==> config.mk <==
export PLATFORM = sky130hd
export DESIGN_NAME = uart_tx_scheduler
export DESIGN_NICKNAME = d
export VERILOG_FILES = /design/src/rtl/uart_tx_scheduler.sv
export SDC_FILE = /design/constraint.sdc
export NUM_CORES = 1
export LEC_CHECK = 0
export BUFFER_PORTS_ARGS = -buffer_cell sky130_fd_sc_hd__buf_4
export CAP_MARGIN = 25
export CORE_MARGIN = 3
export CORE_UTILIZATION = 37
export DETAILED_ROUTE_END_ITERATION = 10
export SLEW_MARGIN = 20
export SYNTH_ARGS = -nofsm -noshare
export SYNTH_HDL_FRONTEND = slang
export SYNTH_SLANG_ARGS = --single-unit
export TNS_END_PERCENT = 1
==> constraint.sdc <==
create_clock -name clk -period 3.7 [get_ports clk]
set_input_delay 0.185 -clock clk [delete_from_list [all_inputs] [get_ports clk]]
set_output_delay 0.185 -clock clk [all_outputs]
set_load 0.1 [all_outputs]
==> src/rtl/uart_tx_scheduler.sv <==
// uart_tx_scheduler: shares one 8N1 UART TX line between two byte-stream
// requesters (A = manta response path, B = auxiliary debug/telemetry).
// Arbitration is round-robin at packet granularity; a granted requester keeps
// the line until it delivers a byte marked last.
// Optional feature: define TIMEOUT_EN to revoke a grant that sits idle in
// WAIT for TIMEOUT_CYCLES cycles (pulses timeout when it happens).
module uart_tx_scheduler #(
    parameter int unsigned CLOCKS_PER_BAUD = 104,
    parameter int unsigned TIMEOUT_CYCLES  = 12000
) (
    input  logic       clk,
    input  logic       rst,
    input  logic [7:0] a_data,
    input  logic       a_valid,
    input  logic       a_last,
    output logic       a_ready,
    input  logic [7:0] b_data,
    input  logic       b_valid,
    input  logic       b_last,
    output logic       b_ready,
    output logic       tx,
    output logic [1:0] grant,
    output logic       busy,
    output logic       timeout
);

    localparam int unsigned BAUD_W = $clog2(CLOCKS_PER_BAUD + 1);
    localparam logic [BAUD_W-1:0] BAUD_LAST = BAUD_W'(CLOCKS_PER_BAUD - 1);

    if (CLOCKS_PER_BAUD < 1 || TIMEOUT_CYCLES < 1) begin : g_param_check
        $error("uart_tx_scheduler: CLOCKS_PER_BAUD and TIMEOUT_CYCLES must be >= 1");
    end

    typedef enum logic [1:0] {
        IDLE = 2'd0,
        SEND = 2'd1,
        WAIT = 2'd2
    } state_t;

    state_t            state;
    state_t            state_n;
    logic [BAUD_W-1:0] baud_cnt;
    logic [3:0]        bit_idx;
    logic [7:0]        data_q;
    logic              last_q;
    logic [1:0]        grant_q;
    logic              prefer_b;   // 1 when A owned the line most recently
    logic              take_a;
    logic              take_b;
    logic              bit_end;
    logic              frame_end;
    logic              to_fire;
    logic              frame_bit;

    assign bit_end   = (baud_cnt == BAUD_LAST);
    assign frame_end = (state == SEND) && bit_end && (bit_idx == 4'd9);

`ifdef TIMEOUT_EN
    localparam int unsigned TO_W = $clog2(TIMEOUT_CYCLES + 1);
    localparam logic [TO_W-1:0] TO_LAST = TO_W'(TIMEOUT_CYCLES);

    logic [TO_W-1:0] wait_cnt;

    // Idle-cycle counter for a held grant; restarts every time WAIT is entered
    always_ff @(posedge clk) begin
        if (rst || state != WAIT) begin
            wait_cnt <= '0;
        end else begin
            wait_cnt <= wait_cnt + 1'b1;
        end
    end
`endif

    // Next-state, arbitration and handshake decode
    always_comb begin
        state_n = state;
        take_a  = 1'b0;
        take_b  = 1'b0;
        to_fire = 1'b0;
        case (state)
            IDLE: begin
                if (!rst) begin
                    if (a_valid && (!b_valid || !prefer_b)) begin
                        take_a = 1'b1;
                    end else if (b_valid) begin
                        take_b = 1'b1;
                    end
                end
                if (take_a || take_b) begin
                    state_n = SEND;
                end
            end
            SEND: begin
                if (frame_end) begin
                    state_n = last_q ? IDLE : WAIT;
                end
            end
            WAIT: begin
`ifdef TIMEOUT_EN
                if (!rst && wait_cnt == TO_LAST) begin
                    to_fire = 1'b1;
                    state_n = IDLE;
                end else
`endif
                if (!rst) begin
                    take_a = grant_q[0] & a_valid;
                    take_b = grant_q[1] & b_valid;
                    if (take_a || take_b) begin
                        state_n = SEND;
                    end
                end
            end
            default: state_n = IDLE;
        endcase
    end

    // FSM state register
    always_ff @(posedge clk) begin
        if (rst) begin
            state <= IDLE;
        end else begin
            state <= state_n;
        end
    end

    // Baud timing and bit position within the current frame
    always_ff @(posedge clk) begin
        if (rst) begin
            baud_cnt <= '0;
            bit_idx  <= '0;
        end else if (take_a || take_b) begin
            baud_cnt <= '0;
            bit_idx  <= '0;
        end else if (state == SEND) begin
            if (bit_end) begin
                baud_cnt <= '0;
                bit_idx  <= frame_end ? 4'd0 : bit_idx + 4'd1;
            end else begin
                baud_cnt <= baud_cnt + 1'b1;
            end
        end
    end

    // Byte capture, ownership and round-robin pointer
    always_ff @(posedge clk) begin
        if (rst) begin
            data_q   <= '0;
            last_q   <= 1'b0;
            grant_q  <= '0;
            prefer_b <= 1'b0;
        end else if (take_a || take_b) begin
            data_q  <= take_a ? a_data : b_data;
            last_q  <= take_a ? a_last : b_last;
            grant_q <= {take_b, take_a};
        end else if ((frame_end && last_q) || to_fire) begin
            grant_q  <= '0;
            prefer_b <= grant_q[0];
        end
    end

    // Select the serial bit: start, LSB-first data, stop
    always_comb begin
        frame_bit = 1'b1;
        case (bit_idx)
            4'd0:    frame_bit = 1'b0;
            4'd1:    frame_bit = data_q[0];
            4'd2:    frame_bit = data_q[1];
            4'd3:    frame_bit = data_q[2];
            4'd4:    frame_bit = data_q[3];
            4'd5:    frame_bit = data_q[4];
            4'd6:    frame_bit = data_q[5];
            4'd7:    frame_bit = data_q[6];
            4'd8:    frame_bit = data_q[7];
            default: frame_bit = 1'b1;
        endcase
    end

    assign tx      = (state == SEND) ? frame_bit : 1'b1;
    assign a_ready = take_a;
    assign b_ready = take_b;
    assign grant   = grant_q;
    assign busy    = (state != IDLE);
    assign timeout = to_fire;

endmodule
Word-level counts from Yosys, hierarchy flattened
Index checks and enable logic that the tools add are counted.
{"block": "op_classes", "n_mux": 24, "n_bitwise": 3, "n_eq_ne": 15, "n_addsub": 2, "reduce_logical": 18}
{"operator": "4-bit by 3-bit == test with 1-bit output, second input constant", "n": 4}
{"operator": "2-bit two-way mux", "n": 6}
{"operator": "1-bit two-way mux", "n": 11}
{"operator": "1-bit one-hot mux with 9 select lines", "n": 1}
{"operator": "4-bit by 2-bit == test with 1-bit output, second input constant", "n": 2}
{"operator": "4-bit == test, second input constant", "n": 2}
{"operator": "8-bit two-way mux", "n": 1}
{"operator": "7-bit by 1-bit adder with 7-bit output, second input constant", "n": 1}
{"operator": "7-bit == test, second input constant", "n": 1}
{"operator": "7-bit two-way mux", "n": 1}
{"operator": "2-bit inequality test, second input constant", "n": 3}
{"operator": "2-bit one-hot mux with 3 select lines", "n": 1}
{"operator": "4-bit by 1-bit adder with 4-bit output, second input constant", "n": 1}
{"operator": "4-bit by 1-bit == test with 1-bit output, second input constant", "n": 1}
{"operator": "1-bit logical AND", "n": 4}
{"operator": "4-bit logical NOT", "n": 1}
{"operator": "1-bit logical OR", "n": 4}
{"operator": "4-bit two-way mux", "n": 1}
{"operator": "1-bit one-hot mux with 2 select lines", "n": 2}
{"operator": "2-bit AND reduction", "n": 2}
{"operator": "2-bit nonzero test", "n": 2}
{"operator": "3-bit AND reduction", "n": 1}
{"operator": "1-bit bitwise AND", "n": 2}
{"operator": "2-bit by 1-bit == test with 1-bit output, second input constant", "n": 1}
{"operator": "other kinds (5)", "n": 6}
{"block": "totals", "reg_bits": 25, "in_bits": 22, "output_inout_bits": 7}

Depth between registers and ports, before layout
Gate-level depths: netlist of the first run.
{"block": "depth", "ltp_word": 10, "mapped_depth": 6, "mapped_depth_nobuf": 6}

Worst setup path before layout of the first run
No wires, ideal clock.
{"block": "synth_path", "path_kind": "register -> register", "from": "register grant_q[1], in the netlist grant[1]", "to": "register grant_q[1], in the netlist grant[1]", "period_less_slack_ps": 3088, "n_path_buf": 0, "arrival_time_ps": 3024, "setup_slack_ps": 612, "stages_incl_launch_ff": 5, "required_ps": 3636, "path_cell_list": "dfxtp_1 nand2b_1 nand3_1 a21oi_1 o21ba_1"}
{"block": "synth_via", "elab_chain_cells": 5, "word_cells_on_any_way": 6}
{"element": "start: declaration", "line": "46", "text": "logic [1:0] grant_q;"}
{"element": "start signal: assignment", "line": "154", "text": "grant_q <= {take_b, take_a};"}
{"element": "1-bit bitwise AND *", "line": "107", "text": "take_b = grant_q[1] & b_valid;"}
{"element": "1-bit two-way mux *", "line": "105", "text": "if (!rst) begin"}
{"element": "1-bit one-hot mux with 2 select lines *", "line": "80", "text": "case (state)"}
{"element": "via b_ready", "line": "20", "text": "output logic b_ready,"}
{"element": "1-bit logical OR", "line": "151", "text": "end else if (take_a || take_b) begin"}
{"element": "2-bit two-way mux or 2-bit nonzero test (tied branches)"}
The timed path passes the listed nets; every way through them passes the cells marked *.
A chain may end at the register's enable or synchronous reset.

Worst setup path in the final report of the first run
{"block": "layout_path", "from": "register bit_idx[1]", "to": "output tx"}
{"block": "layout_via", "elab_chain_cells": 3, "word_cells_on_any_way": 11}
{"element": "start: declaration", "line": "43", "text": "logic [3:0] bit_idx;"}
{"element": "start signal: assignment", "line": "137", "text": "bit_idx <= frame_end ? 4'd0 : bit_idx + 4'd1;"}
{"element": "4-bit == test (tied with other cells)", "line": "164", "text": "case (bit_idx)"}
{"element": "1-bit one-hot mux with 9 select lines *", "line": "164"}
{"element": "1-bit two-way mux *", "line": "178", "text": "assign tx = (state == SEND) ? frame_bit : 1'b1;"}
{"element": "end: declaration", "line": "21", "text": "output logic tx,"}
Mark *: on every way between the ends. The rest lies on a longest branch, timed or not.

==> impl_metrics.env, run 1 <==
export IMPL_cp_data_required_time_ns=3.51
export IMPL_cts_resized=0
export IMPL_rsz0062_at_grt="no"
export IMPL_period_needed_ns=2.179
export IMPL_setup_violations=0
export IMPL_clock_path_buffers=2
export IMPL_syn_cell_area_um2=1410
export IMPL_numCtsBuffers=3
export IMPL_post_cts_repair_setup_buffers=0
export IMPL_seq_area_frac_synth_pct=35.49
export IMPL_max_cap_viol_count=0
export IMPL_num_antenna_cells=0
export IMPL_grt_pass1_vias=1091
export IMPL_fin_hold_ws_ns=0.1703
export IMPL_ys_warn_count=0
export IMPL_gp_congestion=0.7435
export IMPL_dp_final_hpwl_um=2272
export IMPL_start_util_pct=40.35
export IMPL_cp_num_buf_inv=2
export IMPL_dieArea_um2=4588
export IMPL_slew_viol_final=0
export IMPL_yosys_register_bits=25
export IMPL_cts_tree="done"
export IMPL_critPathKind="reg -> out"
export IMPL_antenna_left=0
export IMPL_dr_pass1_iters=4
export IMPL_hold_buffers=0
export IMPL_cp_top_family="compound AO/OA/AOI/OAI gates"
export IMPL_port_buffers=27
export IMPL_chipWidth_um=67.74
export IMPL_synth_flop_cell="dfxtp_1"
export IMPL_htree_levels=1
export IMPL_vias_per_cell=5.347
export IMPL_crit_slowest_cell="dfxtp_1"
export IMPL_wl_um=2998
export IMPL_synth_nets=180
export IMPL_cp_max_fo=5
export IMPL_leakage_nw=0.7109
export IMPL_die_height_um=67.74
export IMPL_final_cell_mix="28 x buf_4, 25 x dfxtp_1, 10 x mux2i_1"
export IMPL_core_um2=3495
export IMPL_period_share_pct=58.88
export IMPL_drc=0
export IMPL_path_cells="inv_1 > ha_1 > a222oi_1 > nor2_1 > a31oi_1 > o221ai_1 > buf_4"
export IMPL_crit_path_end_kind="output pin"
export IMPL_crit_arrival_ns=1.99
export IMPL_ys_types=48
export IMPL_synthCells=153
export IMPL_relSlewSlack_pct=41.03
export IMPL_vias=1203
export IMPL_syn2layout_area_growth_pct=19.17
export IMPL_tightest_slew_ns=0.8827
export IMPL_grtUsageTotal_pct=14.46
export IMPL_grt_pass1_wl_um=5030
export IMPL_worstSetupStartpointType="register"
export IMPL_cts_sinks=25
export IMPL_routedWlPerCell_um=13.32
export IMPL_async_flop_share_pct=0
export IMPL_drt_iter0_markers=58
export IMPL_hold_viol=0
export IMPL_path_clk_slew_ns=0.09
export IMPL_layout_commonest_cell="buf_4"
export IMPL_clock_skew_ns=0.001756
export IMPL_max_freq_mhz=459.0
export IMPL_fp_row_count=21
export IMPL_clkLatencyLatePin_ns=0.27
export IMPL_nNetsFinal=207
export IMPL_ir_drop_mv=0.1449
export IMPL_root_buffer="clkbuf_8"
export IMPL_slowest_delay_ns=0.42
export IMPL_min_path_type="in -> reg"
export IMPL_drive_above_1_share_pct=21.79
export IMPL_p_per_area_nw_per_um2=342.2
export IMPL_grt_max_degree=17
export IMPL_fill_cells=347
export IMPL_synth_avg_cell_area_um2=9.216
export IMPL_tns_ns=0
export IMPL_antenna_found_initial=0
export IMPL_status="finished clean"
export IMPL_io_pins=29
export IMPL_overflow=0
export IMPL_synth_edf_count=0
-- worst min-delay path: stages --
cell and delay [ns]:
buf_4 0.07, mux2i_1 0.05, o21ai_1 0.10
-- logic make-up (layout without fill, tap and decap cells) --
kind of cell,count (synthesis),in the layout,share of synthesized area (%)
other cells,1,1,0.2659
simple gates,62,62,29.64
flops,25,25,35.49
buf+inv,10,36,4.081
fa+ha+maj,5,5,4.437
xor+xnor,7,7,4.348
mux,10,10,7.099
compound gates,33,33,14.64
-- cell usage after synthesis (2+ instances only) --
cell type / instances / area (µm²)
or3b_2: 2 / 17.52
o21ai_0: 6 / 30.03
nand2_1: 9 / 33.78
and2_1: 2 / 12.51
nand4_1: 3 / 18.77
a21oi_1: 9 / 45.04
nor3_1: 4 / 20.02
dfxtp_1: 25 / 500.5
nor2_1: 9 / 33.78
or3b_1: 7 / 61.31
buf_4: 3 / 22.52
ha_1: 5 / 62.56
o21ai_1: 5 / 25.02
inv_1: 4 / 15.01
nand3_1: 5 / 25.02
xor2_1: 5 / 43.79
xnor2_1: 2 / 17.52
nand3b_1: 3 / 22.52
mux2i_1: 10 / 100.1
nand2b_1: 5 / 31.28
and4b_1: 2 / 20.02
o21bai_1: 2 / 15.01
-- flip-flops by register name (all words and copies together), names as in the netlist --
signal,count
baud_cnt,7
bit_idx,4
data_q,8
grant,2
last_q,1
prefer_b,1
state,2
-- per-stage QoR --
stage | cell area, µm² | power (mW) | std cells | util, % | setup WS (ns)
final | 1680 | 0.5750 | 225 | 48.08 | 1.521
after global routing | 1680 | 0.5993 | 225 | 48.08 | 1.366
after global placement | 1635 | 0.4155 | 221 | 46.80 | 1.938
after floorplan | 1410 | 0.3814 | 153 | - | 0.6120
after detailed placement | 1635 | 0.4164 | 221 | 46.80 | 1.831
after CTS | 1680 | 0.5794 | 225 | 48.08 | 1.505
-- layout make-up --
class / count / area, µm² / share of cell area (%)
timing repair buffer: 28 / 210.2 / 12.51
inverter: 4 / 15.01 / 0.8935
tap: 46 / 57.56 / 3.425
sequential: 25 / 500.5 / 29.78
clock buffer: 4 / 45.04 / 2.681
multi-input combinational: 118 / 852.1 / 50.71
-- final timing paths --
check	from	endpoint	slack, ns	cells past startpoint
setup / recovery	bit_idx[1]	tx	1.52	7
hold / removal	a_data[7]	data_q[7]	0.17	3
setup reg to reg	state[1]	bit_idx[0]	1.94	4
hold reg to reg	baud_cnt[1]	baud_cnt[1]	0.50	2
-- metal layers --
metal,share of wire [%],vias up,track usage (%)
met5,0,-,0
met4,1.4,0,6.076
met3,3.5,4,2.496
met2,44,24,22.24
met1,51,564,19.72
li1,-,611,-
-- power by group --
group	total (mW)	internal [mW]	switching, mW
combinational	0.116	0.0430	0.0729
sequential	0.294	0.283	0.0109
clock	0.165	0.0771	0.0880
Note: power is estimated with default switching activity, not from simulation.
==> run 2, diff against run 1 <==
- ABC_AREA: not set -> 1
- clock period: 3.7 -> 2.24 ns (I/O delays scaled with it)
==> run 2 against run 1 <==
Routed wire length increased by 4.2%. Sequential share of layout area decreased by 1.0 points. Clock-buffer cell count decreased by 1. Register-to-register slack got worse by 1.4 ns. First-iteration DRC count decreased by 10%. Die area increased by 3.8%. Global-route usage decreased by 0.87 points. Critical endpoint unchanged. Largest power group is now combinational cells.
==> impl_metrics.env, run 2 <==
export IMPL_slew_viol_final=0
export IMPL_r2r_slack_ns=0.57
export IMPL_ir_drop_mv=0.8924
export IMPL_postPlaceCellArea_um2=1693
export IMPL_post_route_cell_area_um2=1739
export IMPL_htree_levels=1
export IMPL_min_path_type="in -> reg"
export IMPL_synthCells=225
export IMPL_grt_pass1_wl_um=5485
export IMPL_critPathKind="reg -> out"
export IMPL_cpMostUsedCell="nand2_1"
export IMPL_dieArea_um2=4762
export IMPL_chipWidth_um=69.01
export IMPL_clock_skew_ns=0.002696
export IMPL_fin_cells=300
export IMPL_rsz0062_at_grt="no"
export IMPL_post_cts_repair_setup_buffers=0
export IMPL_grtUsageTotal_pct=13.58
export IMPL_crit_arrival_ns=1.69
export IMPL_async_flop_share_pct=0
export IMPL_nNetsFinal=280
export IMPL_ys_types=26
export IMPL_synth_avg_cell_area_um2=6.528
export IMPL_yosysTopAreaCell="dfxtp_1"
export IMPL_seq_area_frac_synth_pct=34.07
export IMPL_status="finished clean"
export IMPL_vias=1405
export IMPL_synth_common_cells="74 x nand2_1, 27 x inv_1, 25 x dfxtp_1, 25 x nor2_1, 10 x nand3_1"
export IMPL_hold_viol=0
export IMPL_cp_data_required_time_ns=2.13
export IMPL_num_antenna_cells=0
export IMPL_gp_congestion=0.7543
export IMPL_crit_path_end_kind="output pin"
export IMPL_path_cells="inv_1 > ha_1 > nand2_1 > a21oi_1 > nor4_1 > nand2_1 > buf_4"
export IMPL_tns_ns=0
export IMPL_max_cap_viol_count=0
export IMPL_top_register="data_q"
export IMPL_syn2layout_area_growth_pct=18.40
export IMPL_power_total_mw=1.493
export IMPL_path_clk_slew_ns=0.09
export IMPL_synth_top_area_share_pct=34.07
export IMPL_cts_sinks=25
export IMPL_port_buffers=27
export IMPL_top_regs="data_q (8), baud_cnt (7), bit_idx (4)"
export IMPL_r2r_start="state[0]"
export IMPL_worstSetupStartpointType="register"
export IMPL_layout_commonest_cell="nand2_1"
export IMPL_root_buffer="clkbuf_8"
export IMPL_yosys_register_bits=25
export IMPL_hold_buffers=0
export IMPL_dp_slack_ns=0.5593
export IMPL_antenna_found_initial=0
export IMPL_ys_warn_count=0
export IMPL_max_freq_mhz=553.5
export IMPL_grt_max_degree=15
export IMPL_synth_edf_count=0
export IMPL_drt_iter0_markers=52
export IMPL_cp_startpoint="bit_idx[1]"
export IMPL_regArea_um2=500.5
export IMPL_period_share_pct=80.66
export IMPL_leakage_nw=0.7625
export IMPL_fp_row_count=22
export IMPL_crit_slowest_cell="dfxtp_1"
export IMPL_final_cell_mix="73 x nand2_1, 27 x inv_1, 27 x buf_4"
export IMPL_start_util_pct=39.24
export IMPL_wl_um=3124
export IMPL_fill_cells=434
export IMPL_syn_cell_area_um2=1469
export IMPL_cp_max_fo=4
export IMPL_numCtsBuffers=3
export IMPL_synth_area_leaders="dfxtp_1 34%, nand2_1 19%, inv_1 6.9%, nor2_1 6.4%, ha_1 4.3%"
export IMPL_cts_tree="done"
export IMPL_dp_cells=296
export IMPL_cts_resized=0
export IMPL_slowest_delay_ns=0.40
export IMPL_core_um2=3744
export IMPL_die_height_um=69.01
export IMPL_dp_final_hpwl_um=2464
export IMPL_setup_violations=0
export IMPL_overflow=0
export IMPL_yosysMostFrequentCell="nand2_1"
export IMPL_drive_above_1_share_pct=17.86
export IMPL_period_needed_ns=1.807
export IMPL_routedWlPerCell_um=10.41
export IMPL_largest_register_ffs=8
export IMPL_clkLatencyLatePin_ns=0.27
export IMPL_vias_per_cell=4.683
export IMPL_p_per_area_nw_per_um2=858.5
export IMPL_synth_nets=252
export IMPL_hp_start="rst"
export IMPL_antenna_left=0
export IMPL_multiInputGateArea_um2=805.8
export IMPL_layout_setup_ws_ns=0.4332
export IMPL_grt_pass1_vias=1266
export IMPL_dr_pass1_iters=4
export IMPL_drc=0
export IMPL_io_pins=29
export IMPL_synth_flop_cell="dfxtp_1"
export IMPL_clock_path_buffers=2
-- run 2: cell types whose count changed in the layout (fill, tap and decap cells not counted), sizes merged, moves of 9 or more --
cell	before	now
mux2i	10	0
or3b	9	0
nor2	9	27
inv	4	33
nand2	9	76
-- run 2: final cells by class --
type,count,share of cell area [%]
clock buffer,3,2.374
multi-input combinational,163,46.33
clock inverter,1,0.2878
sequential,25,28.78
tap,48,3.453
timing repair buffer,27,11.65
inverter,33,7.122
-- run 2: kinds of logic (layout without fill, tap and decap cells) --
logic type	count (synthesis)	after routing	share of synthesized area (%)
AOI/OAI and AO/OA	25	25	10.05
xor gates and xnor gates	6	6	3.577
adders and majority gates	5	5	4.259
buffers and inverters	37	64	11.24
DFF	25	25	34.07
other	1	1	0.2553
and+or+nand+nor	126	126	36.54
-- run 2: stage by stage --
stage	hold WS [ns]	util, %
final	0.04176	46.46
after global routing	0.03456	46.46
after CTS	0.03221	46.46
after detailed placement	0.3298	45.22
after global placement	0.3282	45.22
after floorplan	0.1811	-
-- run 2: metal layers --
| metal | global-route usage (%) | vias up | part of all wire (%) |
|---|---|---|---|
| li1 | - | 759 | - |
| met1 | 18.53 | 617 | 50 |
| met2 | 21.72 | 27 | 46 |
| met3 | 3.499 | 2 | 3.6 |
| met4 | 2.603 | 0 | 0.54 |
| met5 | 0 | - | 0 |
-- run 2: power breakdown --
group	internal [mW]	leakage (nW)	switching (mW)
combinational	0.169	0.533	0.491
sequential	0.518	0.204	0.0451
clock	0.125	0.0255	0.146
total	0.811	0.763	0.682
-- run 2: worst paths after layout --
check,end,cells after the start
max reg2reg,bit_idx[2],8
max,tx,7
min reg2reg,data_q[0],2
min,grant[0],2
-- run 2: critical path, delay by kind of cell (launching register included) --
family          cells  cell delay (ns)
simple gates        3             0.41
flops               1             0.40
buf+inv             2             0.33
fa+ha+maj           1             0.22
compound gates      1             0.06
